### src/rtl/fft_iter_core.sv
// fft_iter_core: iterative radix-2 DIT FFT/IFFT engine.
//   One complex sample per cycle is streamed in and stored at its bit-reversed
//   address. The engine then computes in place at one butterfly per cycle and
//   streams the results out in natural order. inv selects an inverse transform
//   for the whole frame; the inverse halves every stage, so the total scale is 1/N.
// Ports:
//   clk, rst           clock; synchronous active-low reset
//   inv                inverse select, latched with the first sample of a frame
//   in_valid/in_ready  input handshake; in_re/in_im signed samples (Q.3)
//   out_valid/out_ready output handshake; out_re/out_im results, out_last on index N-1
//   busy               high while computing or unloading
module fft_iter_core #(
    parameter int N_POINTS = 8,
    parameter int DATA_W   = 9,
    parameter int TW_W     = 8
) (
    input  logic              clk,
    input  logic              rst,
    input  logic              inv,
    input  logic              in_valid,
    output logic              in_ready,
    input  logic [DATA_W-1:0] in_re,
    input  logic [DATA_W-1:0] in_im,
    output logic              out_valid,
    input  logic              out_ready,
    output logic [DATA_W-1:0] out_re,
    output logic [DATA_W-1:0] out_im,
    output logic              out_last,
    output logic              busy
);
    localparam int LOG2N = (N_POINTS == 16) ? 4 : 3;
    localparam int AW    = LOG2N;
    localparam int KW    = LOG2N - 1;
    localparam int FRAC  = TW_W - 2;
    localparam int P_W   = DATA_W + TW_W + 1;
    // Two guard bits so top+t never wraps before saturation.
    localparam int S_W   = DATA_W + 2;

    // Twiddle magnitudes for angles that are multiples of pi/8, rounded to nearest.
    localparam longint ONE = longint'(1) << FRAC;
    localparam logic signed [TW_W-1:0] T_ONE = TW_W'(ONE);
    localparam logic signed [TW_W-1:0] T_C4  = TW_W'((ONE * 46341 + 32768) >>> 16);
    localparam logic signed [TW_W-1:0] T_C8  = TW_W'((ONE * 60547 + 32768) >>> 16);
    localparam logic signed [TW_W-1:0] T_S8  = TW_W'((ONE * 25080 + 32768) >>> 16);
    localparam logic signed [S_W-1:0]  SMAX  = S_W'((1 << (DATA_W - 1)) - 1);
    localparam logic signed [S_W-1:0]  SMIN  = S_W'(-(1 << (DATA_W - 1)));

    typedef enum logic [1:0] {S_LOAD, S_COMPUTE, S_UNLOAD} state_t;
    state_t state, state_nx;

    logic [AW-1:0] cnt;      // load index, then unload index
    logic [KW-1:0] bf_k;     // butterfly within stage
    logic [1:0]    stg;      // stage
    logic          inv_q;
    logic          bf_last, stg_last, out_adv;

    logic signed [DATA_W-1:0] mem_re [N_POINTS];
    logic signed [DATA_W-1:0] mem_im [N_POINTS];

    function automatic logic [AW-1:0] bitrev(input logic [AW-1:0] a);
        logic [AW-1:0] r;
        for (int i = 0; i < AW; i++) r[i] = a[AW-1-i];
        return r;
    endfunction

    function automatic logic signed [DATA_W-1:0] sat(input logic signed [S_W-1:0] v);
        if (v > SMAX) return {1'b0, {(DATA_W-1){1'b1}}};
        if (v < SMIN) return {1'b1, {(DATA_W-1){1'b0}}};
        return v[DATA_W-1:0];
    endfunction

    // Butterfly addressing
    logic [AW-1:0] k_ext, span, pos, top, bot;
    logic [2:0]    tw_m;     // twiddle angle in units of pi/8

    always_comb begin
        k_ext = AW'(bf_k);
        span  = AW'(1) << stg;
        pos   = k_ext & (span - AW'(1));
        top   = ((k_ext & ~(span - AW'(1))) << 1) | pos;
        bot   = top + span;
        // idx*2pi/N == (pos << (3-stg)) * pi/8 for both N=8 and N=16
        tw_m  = 3'(pos << (2'd3 - stg));
    end

    logic signed [TW_W-1:0] w_cos, w_sin, w_re, w_im;

    always_comb begin
        w_cos = T_ONE;
        w_sin = '0;
        case (tw_m)
            3'd0: begin w_cos = T_ONE;  w_sin = '0;    end
            3'd1: begin w_cos = T_C8;   w_sin = T_S8;  end
            3'd2: begin w_cos = T_C4;   w_sin = T_C4;  end
            3'd3: begin w_cos = T_S8;   w_sin = T_C8;  end
            3'd4: begin w_cos = '0;     w_sin = T_ONE; end
            3'd5: begin w_cos = -T_S8;  w_sin = T_C8;  end
            3'd6: begin w_cos = -T_C4;  w_sin = T_C4;  end
            default: begin w_cos = -T_C8; w_sin = T_S8; end
        endcase
        w_re = w_cos;
        w_im = inv_q ? w_sin : -w_sin;   // inverse uses the conjugate
    end

    logic signed [DATA_W-1:0] a_re, a_im, b_re, b_im;
    logic signed [P_W-1:0]    p_re, p_im;
    logic signed [S_W-1:0]    t_re, t_im, s_re, s_im, d_re, d_im;
    logic signed [DATA_W-1:0] top_re, top_im, bot_re, bot_im;

    always_comb begin
        a_re = mem_re[top];
        a_im = mem_im[top];
        b_re = mem_re[bot];
        b_im = mem_im[bot];
        p_re = P_W'(b_re) * P_W'(w_re) - P_W'(b_im) * P_W'(w_im);
        p_im = P_W'(b_re) * P_W'(w_im) + P_W'(b_im) * P_W'(w_re);
        t_re = S_W'(p_re >>> FRAC);
        t_im = S_W'(p_im >>> FRAC);
        s_re = S_W'(a_re) + t_re;
        s_im = S_W'(a_im) + t_im;
        d_re = S_W'(a_re) - t_re;
        d_im = S_W'(a_im) - t_im;
        if (inv_q) begin
            s_re = s_re >>> 1;
            s_im = s_im >>> 1;
            d_re = d_re >>> 1;
            d_im = d_im >>> 1;
        end
        top_re = sat(s_re);
        top_im = sat(s_im);
        bot_re = sat(d_re);
        bot_im = sat(d_im);
    end

    assign bf_last  = (bf_k == {KW{1'b1}});
    assign stg_last = (stg == 2'(LOG2N - 1));
    // Present a new sample when the output register is empty or being drained,
    // but never past the one flagged last.
    assign out_adv  = (state == S_UNLOAD) && (!out_valid || (out_ready && !out_last));

    always_comb begin
        state_nx = state;
        in_ready = 1'b0;
        busy     = 1'b0;
        case (state)
            S_LOAD: begin
                in_ready = 1'b1;
                if (in_valid && cnt == AW'(N_POINTS - 1)) state_nx = S_COMPUTE;
            end
            S_COMPUTE: begin
                busy = 1'b1;
                if (bf_last && stg_last) state_nx = S_UNLOAD;
            end
            S_UNLOAD: begin
                busy = 1'b1;
                if (out_valid && out_ready && out_last) state_nx = S_LOAD;
            end
            default: state_nx = S_LOAD;
        endcase
    end

    always_ff @(posedge clk) begin
        if (!rst) begin
            state     <= S_LOAD;
            cnt       <= '0;
            bf_k      <= '0;
            stg       <= '0;
            inv_q     <= 1'b0;
            out_valid <= 1'b0;
            out_last  <= 1'b0;
            out_re    <= '0;
            out_im    <= '0;
        end else begin
            state <= state_nx;
            case (state)
                S_LOAD: if (in_valid) begin
                    if (cnt == '0) inv_q <= inv;
                    cnt <= cnt + AW'(1);     // wraps to 0 after the last sample
                end
                S_COMPUTE: begin
                    bf_k <= bf_k + KW'(1);
                    if (bf_last) stg <= stg_last ? 2'd0 : stg + 2'd1;
                end
                S_UNLOAD: begin
                    if (out_adv) begin
                        out_valid <= 1'b1;
                        out_re    <= mem_re[cnt];
                        out_im    <= mem_im[cnt];
                        out_last  <= (cnt == AW'(N_POINTS - 1));
                        cnt       <= cnt + AW'(1);
                    end else if (out_valid && out_ready) begin
                        out_valid <= 1'b0;
                        out_last  <= 1'b0;
                    end
                end
                default: ;
            endcase
        end
    end

    // Sample buffer: no reset, contents are don't-care until loaded.
    always_ff @(posedge clk) begin
        if (state == S_LOAD && in_valid) begin
            mem_re[bitrev(cnt)] <= in_re;
            mem_im[bitrev(cnt)] <= in_im;
        end else if (state == S_COMPUTE) begin
            mem_re[top] <= top_re;
            mem_im[top] <= top_im;
            mem_re[bot] <= bot_re;
            mem_im[bot] <= bot_im;
        end
    end
endmodule

### config.mk
export PLATFORM = sky130hd
export DESIGN_NAME = fft_iter_core
export DESIGN_NICKNAME = d
export VERILOG_FILES = /design/src/rtl/fft_iter_core.sv
export SDC_FILE = /design/constraint.sdc
export NUM_CORES = 1
export LEC_CHECK = 0
export CAP_MARGIN = 20
export CORE_MARGIN = 2
export CORE_UTILIZATION = 40
export CTS_CLUSTER_DIAMETER = 50
export DETAILED_ROUTE_END_ITERATION = 8
export SLEW_MARGIN = 10
export SYNTH_ARGS = -nofsm -noshare
export SYNTH_HDL_FRONTEND = slang
export SYNTH_SLANG_ARGS = --single-unit
### constraint.sdc
create_clock -name clk -period 12.73 [get_ports clk]
set_input_delay 3.1825 -clock clk [delete_from_list [all_inputs] [get_ports clk]]
set_output_delay 3.1825 -clock clk [all_outputs]
set_load 0.02 [all_outputs]
After elaboration in Yosys (flattened, before gate mapping)

Memories as Yosys holds them, arrays and structs flattened. A register that Yosys moved wholly into a read port is not among the register bits.
Cells that the tools add are included.
W data, S select, Z words.

Memories: 2
Register bits: 12
RAM bits: 144
Output and inout port bits: 22
Input bits: 23

Shift-type cells: 2
Bitwise logic cells: 4
Add/sub/neg operators: 13
Eq/ne operators: 16
Order comparisons: 8
Reductions and logical operators: 28
Multipliers: 4
Multiplexer cells: 59

Memories:

| name   | words | width | rd ports | clocked after Yosys merged registers in | wr ports | RTL line | RTL |
|---|---|---|---|---|---|---|---|
| mem_im | 8     | 9     | 3        | 1                                       | 2        | 58       | `logic signed [DATA_W-1:0] mem_im [N_POINTS];` |
| mem_re | 8     | 9     | 3        | 1                                       | 2        | 57       | `logic signed [DATA_W-1:0] mem_re [N_POINTS];` |

Operators by type and width:

| operator              | number |
|---|---|
| $mux W9               | 18 |
| $mul A9 B8 Y17        | 4 |
| $pmux W8 S7           | 1 |
| $gt A11 B9 Y1 const B | 4 |
| $lt A11 B9 Y1 const B | 4 |
| $mux W10              | 4 |
| $pmux W7 S4           | 1 |
| $mux W1               | 24 |
| $add A9 B11 Y11       | 2 |
| $sub A9 B11 Y11       | 2 |
| $reduce_or A9 Y1      | 2 |
| $add A17 B17 Y17      | 1 |
| $sub A17 B17 Y17      | 1 |
| $eq A3 B3 Y1 const B  | 4 |
| $mux W3               | 4 |
| $reduce_and A3 Y1     | 3 |
| $mux W2               | 4 |
| $mux W8               | 1 |
| $ne A2 B2 Y1 const B  | 4 |
| $neg A8 Y8            | 1 |
| $logic_and A1 B1 Y1   | 7 |
| $eq A2 B2 Y1 const B  | 3 |
| $eq A3 B2 Y1 const B  | 2 |
| $logic_not A3 Y1      | 2 |
| 22 further kinds      | 31 |

Longest topological paths before layout

Gate-level depths: netlist of run 1.

Word-level depth: 19
Mapped depth: 49

Least setup slack after synthesis of run 1

Ideal clock, no wire load.

Kind: register -> register
Start: register bf_k[0]
End: memory mem_im[0][1], data pin
Arrival time: 11029 ps
Clock period less this slack: 11308 ps
Stages on the path, launching flop included: 45
Required time: 12451 ps
Path slack: 1422 ps
Cell sequence: dfxtp_1 -> clkbuf_2 -> nand2b_1 -> o21ai_0 -> clkbuf_1 -> clkbuf_1 -> clkbuf_1 -> fa_1 -> nand2b_1 -> or3_1 -> nand2_1 -> clkbuf_1 -> clkbuf_1 -> nand3_1 -> nand4_1 -> clkbuf_1 -> nor2_1 -> fa_1 -> [... 9 more ...] -> nor2_1 -> nand2_1 -> a2111o_1 -> o31a_1 -> a21oi_1 -> o21a_1 -> nor2_1 -> xnor2_1 -> inv_1 -> ha_1 -> or3_1 -> o22ai_1 -> o21bai_1 -> a21oi_1 -> xnor3_1 -> a21oi_1 -> a221o_1 -> mux2i_1

RTL lines:

| element                | RTL line | RTL |
|---|---|---|
| from (decl)            | 52       | `logic [KW-1:0] bf_k;` |
| from (signal assigned) | 181      | `bf_k <= bf_k + KW'(1);` |
| to (decl)              | 58       |  |

==> results.tsv, run 1 <==
metric	value	unit
status	finished, final reports clean	
report.power.total	2.16	mW
clock_sinks	174	
yosys.area_share.adder	32.4	%
maximum_clock_rate	83.7	MHz
num_antenna_cells	0	
core.rowCount	90	
largest_family_of_logic_cells_by_synthesized_area	adder cells	
fillers	5815	
synth_compound_gate_area_share	11.3	%
report.final.hold_viol_count	0	
drt-pass1-iter-count	6	
hpwlAfterDp	57.9	mm
grt_start_max_net_pins	65	
rsz0062_at_grt	false	
initial_utilization	40.5	%
timing.critical_path.required	12.88	ns
io_pins	45	
timing.final.max_slew_violations	0	
min_path_type	flip-flop to flip-flop	
ys_seq_area_share	20.1	%
combinationalPowerShare	45.4	%
p_sw	908	uW
route.antenna.remaining_nets	0	
layout.cells.most_common	nand2_1	
critical_path.slowest_cell	o22ai_1	
first_pass_grt_wire_length	120	mm
cts-buffers-inserted	17	
cts.htree.levels	4	
port_buffers	44	
synth.yosys.warnings	0	
area_growth_syn_to_layout	8.31	%
synth_edf_count	144	
yosys.area_share.xor_xnor	3.51	%
synthDistinctLibCells	73	
post_synth_mux_area_share	9.39	%
maxCapViolations	0	
worst_skew_pair.late_latency	0.45	ns
power.sequential.fraction	29.5	%
tritoncts	yes	
worst_path_largest_cell_delay	0.76	ns
syn_nets	3128	
start_kind	flip-flop	
clk_path_buf_depth	2	
ir_drop	0.000156	V
wirelength_per_cell	22.6	um
critPathKind	flip-flop to flip-flop	
period_minus_slack	11.95	ns
die_h	251	um
timing.max_slew.rel_slack	28.9	%
layout-drive-gt1-share	7.90	%
remaining_overflow_grt	0	
drc	0	
timing.critical_path.mode_cell	fa_1	
die_w	251	um
clock_power_share	25.1	%
design.core.area	60400	um^2
globalplace.congestion	0.907	
vias_in_the_first_global_route	20500	
async_flop_share	0	%
grt.total_usage	24.9	%
cells_after_synth	2650	
timing.setup.tns	0	ns
final_cell_mix	370 x nand2_1, 360 x inv_1, 297 x fa_1, 233 x nor2_1, 157 x ha_1	
p_leak	11.8	nW
synth-seq-cells	174	
tightestPinTransition	1.06	ns
cp_max_fo	25	
detail_route.vias_per_cell	5.84	
routed-via-count	19900	
area_share_of_and_or_nand_nor_cells_after_synthesis	15.2	%
totalWireLength	77.0	mm
die_area	63100	um^2
worst_clock_skew	0.0113	ns
path_clk_slew	0.07	ns
power-per-cell-area	81.7	nW/um^2
p_int	1.25	mW
grt_antenna_before_repair	1	
setup_viol	0	
nets	3097	
drtIter0Drc	2051	
worstPathArrival	12.10	ns
critical_path.endpoint_type	flip-flop	
sw_frac_of_total	42.0	%
post_cts_buffers	0	
post-route-period-util	93.9	%
synthFlopType	edfxtp_1	
post_synth.cell_area_avg	9.22	um^2
netlist_area	24400	um^2
clock_tree.root_cell	clkbuf_16	
## logic make-up after synthesis
family	after synthesis
DFF	174
and+or+nand+nor	851
muxes	162
buffers and inverters	513
AOI/OAI and AO/OA	401
other	1
xor gates and xnor gates	93
adders and majority gates	455
## through the flow
step / setup slack [ns] / cell area [um^2] / std cells / utilization (%) / hold slack [ns]
2_1_floorplan: 1.42 / 24400 / 2650 / - / 0.509
3_3_place_gp: 0.781 / 25800 / 3380 / 42.8 / 0.482
3_5_place_dp: 0.252 / 25800 / 3381 / 42.8 / 0.486
4_1_cts: 0.205 / 26500 / 3413 / 43.8 / 0.506
5_1_grt: 0.0565 / 26500 / 3414 / 43.9 / 0.513
6_report: 0.779 / 26500 / 3414 / 43.9 / 0.500
## repair_timing
item,in CTS,in global routing
hold buffers,0,0
hold endpoints to repair,0,0
resized for setup,0,6
setup endpoints to repair,0,93
## synth_stat cells, drive strengths merged, types with 10 or more instances
library cell	instances	area (um^2)
ha	158	1980
dfxtp	30	601
a21oi	100	504
a22oi	10	75.1
mux2i	101	1010
o21bai	17	128
a21o	11	82.6
o211a	19	190
a221oi	35	307
or3	11	68.8
and4	15	131
or2	17	106
nor2	238	896
o21ai	55	283
xnor2	68	596
nand2b	29	181
a31oi	12	75.1
and3	13	81.3
o31ai	15	113
nand3	86	430
clkbuf	113	425
nor3	18	90.1
nor2b	17	106
xor2	22	193
buf	39	176
mux4	53	1190
inv	361	1360
o22ai	66	413
edfxtp	144	4320
nand2	370	1390
nand4	18	113
and2	14	87.6
fa	297	5950
## area by class of cell
| type | instances | area [um^2] | area share [%] |
|---|---|---|---|
| clock buffer | 22 | 528 | 1.99 |
| clock inverter | 10 | 82.6 | 0.312 |
| multi-input combinational | 1963 | 17700 | 66.9 |
| sequential | 174 | 4930 | 18.6 |
| timing repair buffer | 102 | 886 | 3.35 |
| tap | 782 | 978 | 3.70 |
| inverter | 361 | 1360 | 5.12 |
## path summary, 6_finish.rpt
check / to / slack, ns / startpoint / cells past startpoint
worst max register to register: mem_im[1][1] / 0.78 / stg[1] / 37
worst max-delay path: mem_im[1][1] / 0.78 / stg[1] / 37
worst min-delay path: out_re[0] / 0.50 / out_re[0] / 1
worst min register to register: out_re[0] / 0.50 / out_re[0] / 1
## per-layer routing
| metal | part of all wire [%] | routed length [um] | vias to the layer above | global-route usage, % |
|---|---|---|---|---|
| li1 | - | - | 8840 | - |
| met1 | 41 | 31800 | 9946 | 33.5 |
| met2 | 47 | 35900 | 962 | 41.0 |
| met3 | 8.3 | 6420 | 193 | 3.84 |
| met4 | 3.7 | 2890 | 0 | 8.81 |
| met5 | 0 | 0 | - | 0 |
## critical path, delay by kind of cell, from the launching register on
family	cells	cell delay, ns
fa+ha+maj	9	4.25
compound gates	10	2.85
simple gates	13	2.77
flops	1	0.63
xor+xnor	2	0.59
buf+inv	2	0.34
mux	1	0.19
## power by group through the flow
stage	registers (mW)	clock network, mW	logic, mW
finish	0.637	0.543	0.982
global route	0.638	0.565	1.07
CTS	0.637	0.546	0.965
detailed placement	0.650	0	0.959
global placement	0.649	0	0.941
floorplan	0.647	0	0.706
## registers in the layout, summed over array words and instances, names as in the netlist
signal,flops
state,2
out_valid,1
out_last,1
out_re,9
bf_k,2
cnt,3
mem_im,72
inv_q,1
stg,2
out_im,9
mem_re,72
Note: power is estimated with default switching activity, not from simulation.
==> inputs of run 2 (changes only) <==
Settings changed: PLACE_DENSITY_LB_ADDON set to 0.1.
==> run 2 against run 1 <==
Against the previous run: non-clock buffer count rose by 1; sequential power barely moved; routed wire length rose by 5.4%; largest cell class unchanged; first-iteration DRC count fell by 19%; via count fell by 2.1%; combinational power rose by 0.6%; cell area rose by 0.25%; sequential share of layout area fell by 0.055 points; critical path type unchanged; worst setup slack got worse by 0.10 ns; clock skew rose by 0.0015 ns.
==> results.tsv, run 2 (synthesis gave the netlist of run 1 again) <==
metric	value	unit	change
p_leak	11.9	nW	+0.17%
route.antenna.remaining_nets	0		unchanged
min_delay_path_depth	1		unchanged
rr_startpoint	stg[0]		
core.rowCount	90		unchanged
timing.max_slew.rel_slack	22.8	%	-6.0 points
area_growth_syn_to_layout	8.57	%	
die_area	63100	um^2	unchanged
tightestPinTransition	1.15	ns	+0.0899 ns
status	finished, final reports clean		
hpwlAfterDp	61.1	mm	+5.5%
grt.total_usage	26.4	%	+1.4 points
tritoncts	yes		
grt_antenna_before_repair	0		-1
p_int	1.31	mW	+4.2%
port_buffers	44		unchanged
clock_sinks	174		unchanged
category_of_cells_accounting_for_the_largest_share_of_critical_path_delay	adder cells		
nets	3098		+0.032%
layout.cells.most_common	nand2_1		
total_non_filler_cell_area_in_the_finished_layout	26500	um^2	+0.25%
maxCapViolations	0		unchanged
cp_max_fo	16		-36%
io_pins	45		unchanged
setup_viol	0		unchanged
worst_clock_skew	0.0128	ns	+0.00148 ns
p_sw	918	uW	+1.1%
min_path_type	flip-flop to flip-flop		
timing.critical_path.required	12.90	ns	+0.02 ns
first_pass_grt_wire_length	124	mm	+3.4%
clock_tree.root_cell	clkbuf_16		
die_w	251	um	unchanged
combinationalPowerShare	44.4	%	-1.0 points
holdCritStartpoint	out_im[1]		
clock_power_share	26.9	%	+1.8 points
worst_r2r_endpoint	mem_re[0][6]		
post-route-period-util	94.7	%	+0.81 points
drc	0		unchanged
worst_path_largest_cell_delay	0.90	ns	+0.14 ns
report.final.hold_viol_count	0		unchanged
totalWireLength	81.2	mm	+5.4%
power.sequential.fraction	28.7	%	-0.8 points
worstPathBufferInverterCount	4		+2
die_h	251	um	unchanged
report.power.total	2.23	mW	+2.9%
dp_slack	0.632	ns	+0.380 ns
critical_path.endpoint_type	flip-flop		
reg2reg_depth	38		+2.7%
dpl-instance-area	25900	um^2	+0.14%
period_minus_slack	12.05	ns	+0.103 ns
power-per-cell-area	83.9	nW/um^2	+2.7%
layout-drive-gt1-share	7.82	%	-0.079 points
timing.hold.worst_endpoint	out_im[1]		
num_antenna_cells	0		unchanged
worst_skew_pair.late_latency	0.47	ns	+0.02 ns
design.core.area	60400	um^2	unchanged
wirelength_per_cell	23.8	um	+5.4%
cts.htree.levels	4		unchanged
setup.reg_to_reg.worst_slack	0.68	ns	-0.10 ns
final_core_util	44.0	%	+0.11 points
sw_frac_of_total	41.3	%	-0.74 points
maximum_clock_rate	83.0	MHz	-0.85%
ir_drop	0.000116	V	-25%
rsz0062_at_grt	false		
timing.critical_path.mode_cell	fa_1		
critPathKind	flip-flop to flip-flop		
remaining_overflow_grt	0		unchanged
final_cell_mix	369 x nand2_1, 360 x inv_1, 297 x fa_1, 235 x nor2_1, 157 x ha_1		
detail_route.vias_per_cell	5.72		-2.1%
initial_utilization	40.5	%	unchanged
fillers	5886		+1.2%
worstPathArrival	12.22	ns	+0.12 ns
vias_in_the_first_global_route	20100		-2.0%
drtIter0Drc	1670		-19%
grt_start_max_net_pins	48		-26%
timing.final.ws_setup	0.677	ns	-0.103 ns
cts-buffers-inserted	17		unchanged
start_kind	flip-flop		
largestRegisters	mem_im x72, mem_re x72		
routed-via-count	19500		-2.1%
drt-pass1-iter-count	6		unchanged
timing.final.max_slew_violations	0		unchanged
timing.setup.tns	0	ns	unchanged
globalplace.congestion	0.885		-2.5%
clk_path_buf_depth	2		unchanged
critical_path.slowest_cell	a21oi_1		
path_clk_slew	0.07	ns	about the same
-- run 2: cell types whose count changed in the layout (fill, tap and decap cells not counted), sizes merged --
cell / before / now
clkbuf: 22 / 18
bufinv: 0 / 5
buf: 58 / 59
inv: 369 / 368
-- run 2: area by class of cell --
class | instances | area (um^2) | area share [%]
Inverter | 361 | 1360 | 5.11
Timing Repair Buffer | 103 | 903 | 3.40
Clock inverter | 14 | 226 | 0.853
Sequential cell | 174 | 4930 | 18.6
Multi-Input combinational cell | 1963 | 17700 | 66.8
Clock buffer | 18 | 429 | 1.62
Tap cell | 782 | 978 | 3.69
-- run 2: metrics by stage --
step	hold slack (ns)	cells
detailed placement	0.485	3383
global placement	0.485	3382
global route	0.521	3415
finish	0.502	3415
CTS	0.507	3415
floorplan	0.509	2650
-- run 2: how the worst max path moves through the flow --
stage | from | to | slack (ns) | cells after the start
finish | stg[0] | mem_re[0][6] | 0.68 | 38
detailed placement | stg[0] | mem_im[6][0] | 0.63 | 38
CTS | stg[0] | mem_im[6][1] | 0.59 | 38
floorplan | bf_k[0] | mem_im[0][1] | 1.42 | 44
global route | stg[0] | mem_re[0][6] | 0.02 | 38
global placement | stg[0] | mem_im[3][0] | 0.89 | 38
-- run 2: worst register-to-register path: cells and delay by family, from the launching register on --
kind	cells	cell delay (ns)
buffers and inverters	4	0.56
DFF	1	0.71
xor gates and xnor gates	1	0.32
and+or+nand+nor	11	2.73
AOI/OAI and AO/OA	13	3.34
adders and majority gates	9	4.09
-- run 2: per-layer routing --
| layer | track usage, % | vias to the layer above | share of wire, % |
|---|---|---|---|
| met5 | 0 | - | 0 |
| met3 | 2.47 | 142 | 6.2 |
| met2 | 44.9 | 770 | 49 |
| met1 | 35.7 | 9766 | 42 |
| met4 | 7.81 | 0 | 2.9 |
| li1 | - | 8849 | - |
-- run 2: power groups by stage --
stage | combinational, mW | sequential (mW) | clock, mW
final | 0.988 | 0.638 | 0.599
after global routing | 1.08 | 0.639 | 0.628
after CTS | 0.974 | 0.638 | 0.603
after detailed placement | 0.968 | 0.651 | 0
after global placement | 0.959 | 0.651 | 0
after floorplan | 0.706 | 0.647 | 0
-- run 2: what timing repair did --
action,CTS,global route
hold buffers,0,0
setup endpoints to repair,0,90
resized for setup,0,3
setup buffers,0,0
